--- src/rtl/imem_arb_pkg.sv ---
// Shared types and helpers for the instruction/data memory arbiter.
// Optional round-robin conflict policy is enabled by defining IMEM_ARB_RR_EN.
package imem_arb_pkg;

    localparam int unsigned WORD_BYTES = 4;
    localparam int unsigned BUS_ADDR_W = 32;

    typedef enum logic [1:0] {
        OWN_NONE = 2'd0,
        OWN_I    = 2'd1,
        OWN_D    = 2'd2
    } owner_e;

    // Request fields after the grant mux; write data travels separately.
    typedef struct packed {
        logic [BUS_ADDR_W-1:0] addr;
        logic                  we;
    } req_t;

    // Word-aligned and inside the RAM; upper bits must be zero, never aliased.
    function automatic logic addr_legal(input logic [BUS_ADDR_W-1:0] addr,
                                        input int unsigned           addr_w);
        logic aligned;
        logic in_range;
        aligned  = (addr & BUS_ADDR_W'(WORD_BYTES - 1)) == '0;
        in_range = (addr >> (addr_w + 2)) == '0;
        return aligned && in_range;
    endfunction

endpackage

--- src/rtl/imem_arbiter_if.sv ---
// Requester and RAM-macro signals of the instruction/data memory arbiter.
// slave = arbiter view, master = requesters plus RAM view.
interface imem_arbiter_if #(
    parameter int unsigned ADDR_W = 8,
    parameter int unsigned DATA_W = 32
);
    import imem_arb_pkg::*;

    logic                  i_req_valid;
    logic                  i_req_ready;
    logic [BUS_ADDR_W-1:0] i_req_addr;
    logic                  i_resp_valid;
    logic [DATA_W-1:0]     i_resp_data;
    logic                  i_resp_err;

    logic                  d_req_valid;
    logic                  d_req_ready;
    logic [BUS_ADDR_W-1:0] d_req_addr;
    logic                  d_req_we;
    logic [DATA_W-1:0]     d_req_wdata;
    logic                  d_resp_valid;
    logic [DATA_W-1:0]     d_resp_data;
    logic                  d_resp_err;

    logic                  mem_en;
    logic                  mem_we;
    logic [ADDR_W-1:0]     mem_addr;
    logic [DATA_W-1:0]     mem_wdata;
    logic [DATA_W-1:0]     mem_rdata;

    modport slave (
        input  i_req_valid, i_req_addr,
        output i_req_ready, i_resp_valid, i_resp_data, i_resp_err,
        input  d_req_valid, d_req_addr, d_req_we, d_req_wdata,
        output d_req_ready, d_resp_valid, d_resp_data, d_resp_err,
        output mem_en, mem_we, mem_addr, mem_wdata,
        input  mem_rdata
    );

    modport master (
        output i_req_valid, i_req_addr,
        input  i_req_ready, i_resp_valid, i_resp_data, i_resp_err,
        output d_req_valid, d_req_addr, d_req_we, d_req_wdata,
        input  d_req_ready, d_resp_valid, d_resp_data, d_resp_err,
        input  mem_en, mem_we, mem_addr, mem_wdata,
        output mem_rdata
    );

endinterface

--- src/rtl/imem_arb_pick.sv ---
// Two-way grant between fetch (I) and load/store (D) requesters.
// IMEM_ARB_RR_EN: alternate winners on conflicts; otherwise D has fixed priority.
module imem_arb_pick (
    input  logic clk,
    input  logic reset_n,
    input  logic i_valid,
    input  logic d_valid,
    output logic i_gnt,
    output logic d_gnt
);

`ifdef IMEM_ARB_RR_EN
    // Winner of the most recent conflict was D; reset so I takes the first one.
    logic last_d_q;
    logic last_d_d;

    always_ff @(posedge clk or negedge reset_n) begin
        if (!reset_n) begin
            last_d_q <= 1'b1;
        end else begin
            last_d_q <= last_d_d;
        end
    end

    always_comb begin
        last_d_d = last_d_q;
        i_gnt    = i_valid && (!d_valid || last_d_q);
        d_gnt    = d_valid && (!i_valid || !last_d_q);
        if (i_valid && d_valid) begin
            last_d_d = d_gnt;
        end
    end
`else
    logic unused_clk_rst;
    assign unused_clk_rst = clk ^ reset_n;

    always_comb begin
        d_gnt = d_valid;
        i_gnt = i_valid && !d_valid;
    end
`endif

endmodule

--- src/rtl/imem_arbiter.sv ---
// Shares one registered-read single-port RAM between fetch and load/store ports.
// Conflict policy selected by IMEM_ARB_RR_EN (see imem_arb_pick).
module imem_arbiter
    import imem_arb_pkg::*;
#(
    parameter int unsigned ADDR_W = 8,
    parameter int unsigned DATA_W = 32
) (
    input  logic           clk,
    input  logic           reset_n,
    imem_arbiter_if.slave  bus
);

    logic   i_gnt;
    logic   d_gnt;
    logic   acc;
    logic   legal;
    req_t   req;

    owner_e owner_q, owner_d;
    logic   err_q,   err_d;
    logic   wr_q,    wr_d;

    imem_arb_pick u_pick (
        .clk     (clk),
        .reset_n (reset_n),
        .i_valid (bus.i_req_valid),
        .d_valid (bus.d_req_valid),
        .i_gnt   (i_gnt),
        .d_gnt   (d_gnt)
    );

    // Grant mux and RAM drive in the acceptance cycle.
    always_comb begin
        req = '{addr: bus.i_req_addr, we: 1'b0};
        if (d_gnt) begin
            req = '{addr: bus.d_req_addr, we: bus.d_req_we};
        end
        acc             = i_gnt || d_gnt;
        legal           = addr_legal(req.addr, ADDR_W);
        bus.i_req_ready = i_gnt;
        bus.d_req_ready = d_gnt;
        bus.mem_en      = acc && legal;
        bus.mem_we      = acc && legal && req.we;
        bus.mem_addr    = req.addr[ADDR_W+1:2];
        bus.mem_wdata   = bus.d_req_wdata;
    end

    always_ff @(posedge clk or negedge reset_n) begin
        if (!reset_n) begin
            owner_q <= OWN_NONE;
            err_q   <= 1'b0;
            wr_q    <= 1'b0;
        end else begin
            owner_q <= owner_d;
            err_q   <= err_d;
            wr_q    <= wr_d;
        end
    end

    // Owner of the response due next cycle; NONE when nothing was accepted.
    always_comb begin
        owner_d = OWN_NONE;
        err_d   = 1'b0;
        wr_d    = 1'b0;
        if (d_gnt) begin
            owner_d = OWN_D;
        end else if (i_gnt) begin
            owner_d = OWN_I;
        end
        err_d = acc && !legal;
        wr_d  = d_gnt && req.we;
    end

    // Route the one-cycle response; only legal reads return RAM data.
    always_comb begin
        bus.i_resp_valid = owner_q == OWN_I;
        bus.d_resp_valid = owner_q == OWN_D;
        bus.i_resp_err   = bus.i_resp_valid && err_q;
        bus.d_resp_err   = bus.d_resp_valid && err_q;
        bus.i_resp_data  = '0;
        bus.d_resp_data  = '0;
        if (bus.i_resp_valid && !err_q) begin
            bus.i_resp_data = bus.mem_rdata;
        end
        if (bus.d_resp_valid && !err_q && !wr_q) begin
            bus.d_resp_data = bus.mem_rdata;
        end
    end

endmodule

--- src/flat_wrapper.sv ---
// flat-port wrapper written by rule: the top's interface ports become plain ports
module imem_arbiter_flat import imem_arb_pkg::*;
#(
    parameter int unsigned ADDR_W = 8,
    parameter int unsigned DATA_W = 32
)
  (clk, reset_n, bus_i_req_valid, bus_i_req_addr, bus_i_req_ready, bus_i_resp_valid, bus_i_resp_data, bus_i_resp_err, bus_d_req_valid, bus_d_req_addr, bus_d_req_we, bus_d_req_wdata, bus_d_req_ready, bus_d_resp_valid, bus_d_resp_data, bus_d_resp_err, bus_mem_en, bus_mem_we, bus_mem_addr, bus_mem_wdata, bus_mem_rdata);
  imem_arbiter_if #(.ADDR_W(ADDR_W), .DATA_W(DATA_W)) bus_i ();
  input  logic clk;
  input  logic reset_n;
  input wire logic [$bits(bus_i.i_req_valid)-1:0] bus_i_req_valid;
  input wire logic [$bits(bus_i.i_req_addr)-1:0] bus_i_req_addr;
  output wire logic [$bits(bus_i.i_req_ready)-1:0] bus_i_req_ready;
  output wire logic [$bits(bus_i.i_resp_valid)-1:0] bus_i_resp_valid;
  output wire logic [$bits(bus_i.i_resp_data)-1:0] bus_i_resp_data;
  output wire logic [$bits(bus_i.i_resp_err)-1:0] bus_i_resp_err;
  input wire logic [$bits(bus_i.d_req_valid)-1:0] bus_d_req_valid;
  input wire logic [$bits(bus_i.d_req_addr)-1:0] bus_d_req_addr;
  input wire logic [$bits(bus_i.d_req_we)-1:0] bus_d_req_we;
  input wire logic [$bits(bus_i.d_req_wdata)-1:0] bus_d_req_wdata;
  output wire logic [$bits(bus_i.d_req_ready)-1:0] bus_d_req_ready;
  output wire logic [$bits(bus_i.d_resp_valid)-1:0] bus_d_resp_valid;
  output wire logic [$bits(bus_i.d_resp_data)-1:0] bus_d_resp_data;
  output wire logic [$bits(bus_i.d_resp_err)-1:0] bus_d_resp_err;
  output wire logic [$bits(bus_i.mem_en)-1:0] bus_mem_en;
  output wire logic [$bits(bus_i.mem_we)-1:0] bus_mem_we;
  output wire logic [$bits(bus_i.mem_addr)-1:0] bus_mem_addr;
  output wire logic [$bits(bus_i.mem_wdata)-1:0] bus_mem_wdata;
  input wire logic [$bits(bus_i.mem_rdata)-1:0] bus_mem_rdata;
  assign bus_i.i_req_valid = bus_i_req_valid;
  assign bus_i.i_req_addr = bus_i_req_addr;
  assign bus_i_req_ready = bus_i.i_req_ready;
  assign bus_i_resp_valid = bus_i.i_resp_valid;
  assign bus_i_resp_data = bus_i.i_resp_data;
  assign bus_i_resp_err = bus_i.i_resp_err;
  assign bus_i.d_req_valid = bus_d_req_valid;
  assign bus_i.d_req_addr = bus_d_req_addr;
  assign bus_i.d_req_we = bus_d_req_we;
  assign bus_i.d_req_wdata = bus_d_req_wdata;
  assign bus_d_req_ready = bus_i.d_req_ready;
  assign bus_d_resp_valid = bus_i.d_resp_valid;
  assign bus_d_resp_data = bus_i.d_resp_data;
  assign bus_d_resp_err = bus_i.d_resp_err;
  assign bus_mem_en = bus_i.mem_en;
  assign bus_mem_we = bus_i.mem_we;
  assign bus_mem_addr = bus_i.mem_addr;
  assign bus_mem_wdata = bus_i.mem_wdata;
  assign bus_i.mem_rdata = bus_mem_rdata;
  imem_arbiter #(.ADDR_W(ADDR_W), .DATA_W(DATA_W)) u_core (.clk(clk), .reset_n(reset_n), .bus(bus_i));
endmodule
--- config.mk ---
export PLATFORM = sky130hd
export DESIGN_NAME = imem_arbiter_flat
export DESIGN_NICKNAME = d
export VERILOG_FILES = /design/src/rtl/imem_arb_pkg.sv /design/src/rtl/imem_arbiter_if.sv /design/src/rtl/imem_arb_pick.sv /design/src/rtl/imem_arbiter.sv /design/src/flat_wrapper.sv
export SDC_FILE = /design/constraint.sdc
export NUM_CORES = 1
export LEC_CHECK = 0
export BUFFER_PORTS_ARGS = -buffer_cell sky130_fd_sc_hd__buf_2
export CAP_MARGIN = 20
export CORE_AREA = 8 8 88 90
export CTS_CLUSTER_DIAMETER = 60
export CTS_CLUSTER_SIZE = 8
export DETAILED_ROUTE_END_ITERATION = 10
export DIE_AREA = 0 0 96 98
export GPL_TIMING_DRIVEN = 0
export HOLD_SLACK_MARGIN = 0.05
export PLACE_DENSITY_LB_ADDON = 0.15
export SYNTH_ARGS = -nofsm -noshare
export SYNTH_HDL_FRONTEND = slang
export SYNTH_SLANG_ARGS = --single-unit
export TNS_END_PERCENT = 10
--- constraint.sdc ---
create_clock -name clk -period 1 [get_ports clk]
set_input_delay 0 -clock clk [delete_from_list [all_inputs] [get_ports clk]]
set_output_delay 0 -clock clk [all_outputs]
set_load 0.005 [all_outputs]
### Word-level counts from Yosys, hierarchy flattened

Cells that the tools add are included.

| word-level totals | value |
|---|---|
| output and inout bits | 112 |
| flip-flop bits (word level) | 4 |
| bits of input ports | 133 |

| cells by class | value |
|---|---|
| mux-type cells | 5 |
| equal/unequal tests | 2 |
| reduce and logical (&&, ||, !) cells | 18 |

Operators with widths:

| kind | number |
|---|---|
| 32-bit logical NOT | 2 |
| 32-bit two-way mux | 2 |
| 33-bit two-way mux | 1 |
| 1-bit logical AND | 11 |
| 1-bit logical NOT | 4 |
| 2-bit by 1-bit == test with 1-bit output, second input constant | 1 |
| 2-bit == test, second input constant | 1 |
| 2-bit two-way mux | 1 |
| 1-bit logical OR | 1 |
| 1-bit two-way mux | 1 |

### Longest topological paths before layout

Gate-level depths: netlist (run 1).

| depth | value |
|---|---|
| depth in word-level cells | 5 |
| depth in mapped cells | 4 |
| mapped depth without buffers | 4 |

### Cells and area by module

A second synthesis (run 1) with hierarchy kept.

| second synthesis, totals | value |
|---|---|
| cells, all modules | 148 |
| area total of the unflattened synthesis | 1106.1 um^2 |

By module, submodules not included:

| module | area an instance (um^2) | seq. area each (um^2) | instances | cells an instance |
|---|---|---|---|---|
| imem_arbiter | 1084.8 | 100.1 | 1 | 146 |
| imem_arb_pick | 21.3 | 0.0 | 1 | 2 |

### Worst setup path before layout (run 1)

OpenSTA, ideal clock, no wires.

| timing path | value |
|---|---|
| path kind | register to output |
| start | register u_core.owner_q[0] |
| end | output port bus_d_resp_data[11] |
| stages on the path, launching flop included | 5 |
| path slack | -104 ps |
| data arrival time | 1104 ps |
| path buffers | 1 |
| cell sequence | dfrtp_1 > nor2b_4 > nor3b_4 > clkbuf_1 > and2_1 |

| on the way | value |
|---|---|
| word-level cells in the longest chain between the ends | 4 |

Ends and longest elaborated chain:

| what | RTL line | source |
|---|---|---|
| start, declared | imem_arbiter.sv:20 | `owner_e owner_q, owner_d;` |
| start signal, assigned | imem_arbiter.sv:55 | `owner_q <= owner_d;` |
| 2-bit == test | imem_arbiter.sv:78 | `bus.d_resp_valid = owner_q == OWN_D;` |
| named net bus_d_resp_valid | flat_wrapper.sv:22 | `output wire logic [$bits(bus_i.d_resp_valid)-1:0] bus_d_resp_valid;` |
| 1-bit logical AND (2 in series) | imem_arbiter.sv:86 | `if (bus.d_resp_valid && !err_q && !wr_q) begin` |
| 32-bit two-way mux | imem_arbiter.sv:86 |  |
| end, declared | flat_wrapper.sv:23 | `output wire logic [$bits(bus_i.d_resp_data)-1:0] bus_d_resp_data;` |

The timed path passes the listed nets, and every way through them passes these cells.

### Worst setup path after layout (run 1)

| timing path | value |
|---|---|
| start | register u_core.owner_q[0] |
| end | output port bus_d_resp_data[29] |

| on the way | value |
|---|---|
| word-level cells in the longest chain between the ends | 4 |

Ends and longest elaborated chain:

| what | RTL line |
|---|---|
| 2-bit == test | imem_arbiter.sv:78 |
| 1-bit logical AND (2 in series) | imem_arbiter.sv:86 |
| 32-bit two-way mux | imem_arbiter.sv:86 |

No other way between the ends.

==> flow_summary.toml, run 1 <==
[critical_path]
slowest_delay_ns = 0.39
crit_fanout = 5
cp_cell_sequence = "nor2b_4, nor3b_4, buf_6, buf_8, and2_1, buf_2"
critPathCaptureType = "output pin"
critPathLaunchType = "flip-flop"
critPathSlowestCell = "dfrtp_1"
path_class = "reg -> out"
cp_data_arrival_time_ns = 1.45
critPathTopFamily = "simple AND/OR/NAND/NOR gates"
required_ns = 1.00
critPathBufInv = 3

[sta]
min_period_ns = 1.452
tightest_slew_ns = 0.2434
hold_viol = 0
slew_viol_final = 0
fin_ws_ns = -0.4524
rsz0062_at_grt = "true"
period_share = 1.452
setup_violations = 68
fmax_mhz = 688.5
relSlewSlack = 0.8355

[route]
initialDrtViolationCount = 16
dr.pass1.iters = 4
wl_um = 6854
drt-vias-per-instance = 3.954
wire_per_inst_um = 15.13
drc = 0
ant_nets = 0
vias = 1791

[finish]
multi_input_area_um2 = 797.0
seq_area_um2 = 100.1
syn_to_final_growth_pct = 149.5
nFillCells = 685
antenna_cells = 0
fin_nets = 508
utilization = 0.4187
drive_gt1_frac = 0.8123

[cts]
numCtsBuffers = 3
clock_sinks = 4
cts_tree = "built"
cts_max_path_buffers = 2
h-tree-depth = 1
root_buffer = "clkbuf_8"
path_clk_slew_ns = 0.03

[run]
maxCapViolCount = 0

[global_routing]
grt_max_degree = 11
grt_antenna_before_repair = 0
busiest_layer = "met2"
grtUsageMet1 = 0.1008
track_usage = 0.1275
gr-usage-met2 = 0.2632
grt_pass1_vias = 1999
overflow = 0
grt_first_pass_wirelength_um = 9591
use_met3 = 0.05526

[status]
status = "finished with violations"
failed_checks = "setup timing"

[floorplanning]
die_y_um = 98
fp.dieW_um = 96
io-pin-count = 245
rows = 30
die-area_mm2 = 0.009408
initial_utilization = 0.1678
core_area_mm2 = 0.006494

[yosys]
syn_nets = 280
synth_top_area_cell = "and2_1"
netlist-cell-type-count = 19
seq_area_frac_synth = 0.09185
syn_inst = 147
syn_area_mm2 = 0.001090
yosys_warnings = 0
syn_area_per_cell_um2 = 7.414
synth_top_cell_area_share = 0.3904
ys_seq_elements = 4
synth_area_leaders = "and2_1 (39%), buf_4 (23%), dfrtp_1 (9.2%), mux2_2 (8.3%), nor4_1 (4.6%)"

[pwr]
ir_drop_uv = 232.1
p_per_area_mw_per_mm2 = 434.4
leakagePower_nw = 1.615

[placed_design]
dp_slack_ns = -0.3795
place.gp.congestion = 0.7747
portBuffers = 212
hpwl_um = 5872

[min_path]
hold_path_class = "in -> reg"
[cell type report]
class,instances,share of cell area
plain buffers,39,0.1192
clock buffers,3,0.01519
multi-input cells,103,0.2931
flip-flops and latches,4,0.03682
well taps,80,0.03682
repair buffers,224,0.4988
[cell usage after synthesis, drive strengths merged]
cell type	number
and2	68
buf	34
mux2	8
nor4	8
clkbuf	6
dfrtp	4
nor3	4
nor2b	3
and2b	2
nand3	2
nand4	2
nor2	2
nor4b	2
a22oi	1
nor3b	1
[flip-flops by register name, indices dropped and copies added, names as in the netlist]
name	count
u_core.err_q	1
u_core.owner_q	2
u_core.wr_q	1
[worst min-delay path, stage by stage]
cell    delay (ns)
buf_2         0.09
nor2_1        0.05
nor2_1        0.09
[kinds of logic after synthesis]
| logic type | share of synthesized area |
|---|---|
| and+or+nand+nor | 0.5591 |
| buffers and inverters | 0.2549 |
| muxes | 0.08267 |
| DFF | 0.09185 |
| AOI/OAI and AO/OA | 0.01148 |
[power breakdown]
group	switching, mW	internal [mW]	leakage (nW)
sequential	0.00724	0.171	0.0477
clock	0.0756	0.256	0.0216
combinational	0.229	0.442	1.55
total	0.312	0.869	1.61
[metrics by stage]
| step | hold slack, ns | setup TNS (ns) | power, mW | area (um2) | instances |
|---|---|---|---|---|---|
| 6_report | 0.05964 | -27.14 | 1.181 | 2719 | 453 |
| 5_1_grt | 0.08434 | -31.96 | 1.260 | 2719 | 453 |
| 4_1_cts | 0.06847 | -29.48 | 1.170 | 2606 | 454 |
| 3_5_place_dp | -0.1938 | -20.36 | 0.7689 | 2256 | 439 |
| 3_3_place_gp | -0.1944 | -18.87 | 0.7638 | 2256 | 439 |
| 2_1_floorplan | -0.2956 | -3.357 | 0.4065 | 1095 | 147 |
[final timing paths]
kind	to	depth (start not counted)	startpoint	slack (ns)
worst max-delay path	bus_d_resp_data[29]	6	u_core.owner_q[0]	-0.45
worst min-delay path	u_core.err_q	3	bus_i_req_valid	0.06
max in group asynchronous	u_core.err_q	2	reset_n	0.76
min in group asynchronous	u_core.owner_q[1]	2	reset_n	0.12
[cell usage in the layout, fill, tap and decap left out]
cell and count:
mux2_2 8, nor3_1 4, nand3_1 2, nand4_1 2, dlygate4sd3_1 3, dfrtp_1 4
nor2_1 2, nor4_2 2, nor2b_4 1, nor3b_4 1, buf_4 35, nor4b_4 1
clkbuf_8 9, nor4b_1 1, and2b_2 1, nor2b_1 2, and2_4 24, buf_8 4
buf_6 27, a22oi_2 1, and2_1 44, and2b_4 1, nor4_1 6, buf_2 188
[per-layer routing]
metal,part of all wire,up-vias
met1,0.28,750
met2,0.55,137
li1,-,900
met4,0.0085,0
met3,0.16,4
met5,0,-
[repair_timing]
item / CTS / global route
cloned: 5 / 0
endpoints found under the setup margin: 67 / 69
endpoints found under the hold margin: 6 / 0
setup buffers: 4 / 0
hold buffers: 3 / 0
gates resized for setup: 48 / 30
pin swaps: 53 / 5
No activity file was read; power rests on OpenSTA's default activity.
==> run 2, diff against run 1 <==
PLACE_DENSITY = 0.66   (was not set)
PLACE_DENSITY_LB_ADDON = not set   (was 0.15)
SKIP_CTS_REPAIR_TIMING = 1   (was not set)
==> flow_summary.toml, run 2 (synthesis results as in run 1) <==
[cts]
clock_sinks = 4
numCtsBuffers = 3
root_buffer = "clkbuf_8"
cts_tree = "built"
h-tree-depth = 1
path_clk_slew_ns = 0.03
cts_max_path_buffers = 2

[route]
wire_per_inst_um = 15.15
dr.pass1.iters = 4
drt-vias-per-instance = 4.027
wl_um = 6846
vias = 1820
ant_nets = 0
drc = 0
initialDrtViolationCount = 7

[sta]
setup_violations = 68
fin_ws_ns = -0.4431
tightest_slew_ns = 0.3198
fin_setup_tns_ns = -26.42
relSlewSlack = 0.7848
period_share = 1.443
hold_slack_ns = 0.03934
min_period_ns = 1.443
rsz0062_at_grt = "true"
hold_viol = 0
fmax_mhz = 693.0
slew_viol_final = 0

[finish]
fin_nets = 507
antenna_cells = 0
multi_input_area_um2 = 783.3
utilization = 0.4040
nFillCells = 695
final_common_cell = "buf_2"
final_cell_mix = "buf_2 (194), and2_1 (49), buf_4 (36)"
layout.cell_area.non_filler_mm2 = 0.002624
seq_area_um2 = 100.1
largest_register_ffs = 2
reg_top3 = "u_core.owner_q x2, u_core.err_q x1, u_core.wr_q x1"
syn_to_final_growth_pct = 140.8
largest-register = "u_core.owner_q"
drive_gt1_frac = 0.7984

[global_routing]
grt_max_degree = 11
grt_antenna_before_repair = 0
grt_pass1_vias = 1903
track_usage = 0.1191
overflow = 0
grt_first_pass_wirelength_um = 9080

[floorplanning]
fp.dieW_um = 96
core_area_mm2 = 0.006494
rows = 30
initial_utilization = 0.1678
die_y_um = 98
io-pin-count = 245
die-area_mm2 = 0.009408

[critical_path]
critPathLaunchType = "flip-flop"
path_class = "reg -> out"
cp_cell_sequence = "nor2b_4, nor3b_4, buf_6, buf_4, and2_1, buf_2"
required_ns = 1.00
cp_data_arrival_time_ns = 1.44
critPathCaptureType = "output pin"
critPathSlowestCell = "dfrtp_1"
crit_fanout = 8
slowest_delay_ns = 0.39

[placed_design]
portBuffers = 212
hpwl_um = 6006
dpl-instance-area_mm2 = 0.002256
place.gp.congestion = 0.8128

[pwr]
leakagePower_nw = 1.588
total_power_mw = 1.167
p_per_area_mw_per_mm2 = 444.8
ir_drop_uv = 325.3

[status]
failed_checks = "setup timing"
status = "finished with violations"

[min_path]
hold_path_class = "in -> reg"

[run]
maxCapViolCount = 0
==> run 2: cell types whose count changed in the layout (fill, tap and decap cells not counted), sizes merged <==
cell | before | now
buf | 254 | 260
dlygate4sd3 | 3 | 2
clkbuf | 9 | 3
==> run 2: worst paths after layout <==
| path | from | endpoint | depth (start not counted) |
|---|---|---|---|
| worst min-delay path | bus_d_req_we | u_core.wr_q | 2 |
| min in group asynchronous | reset_n | u_core.owner_q[0] | 2 |
| max in group asynchronous | reset_n | u_core.wr_q | 2 |
| worst max-delay path | u_core.owner_q[0] | bus_d_resp_data[17] | 6 |
==> run 2: metal layers <==
metal  GRT usage  vias to the layer above  share of wire
met4     0.02130                        0         0.0022
met5           0                        -              0
met2      0.2554                      127           0.58
li1            -                      894              -
met1     0.09054                      797           0.27
met3     0.04758                        2           0.14
==> run 2: critical path: cells and delay by family (launching register included) <==
kind | cells | cell delay (ns)
buffers and inverters | 3 | 0.42
DFF | 1 | 0.39
and+or+nand+nor | 3 | 0.41
==> run 2: metrics by stage <==
| step | worst slack [ns] | cells |
|---|---|---|
| floorplan | -0.05811 | 147 |
| global placement | -0.3921 | 439 |
| detailed placement | -0.4079 | 439 |
| CTS | -0.6374 | 442 |
| global route | -0.5273 | 452 |
| finish | -0.4431 | 452 |
==> run 2: area by class of cell <==
type                       instances  share of cell area
tap                               80             0.03815
buffer                            40              0.1221
clock buffer                       3             0.01574
timing repair buffer             222              0.4874
sequential                         4             0.03815
multi-input combinational        103              0.2985
==> run 2: where the power goes <==
| group | switching (mW) | leakage, nW | internal [mW] |
|---|---|---|---|
| Combinational | 0.233 | 1.52 | 0.423 |
| Clock | 0.0762 | 0.0216 | 0.256 |
| Sequential | 0.00753 | 0.0477 | 0.171 |
| Total | 0.317 | 1.59 | 0.850 |
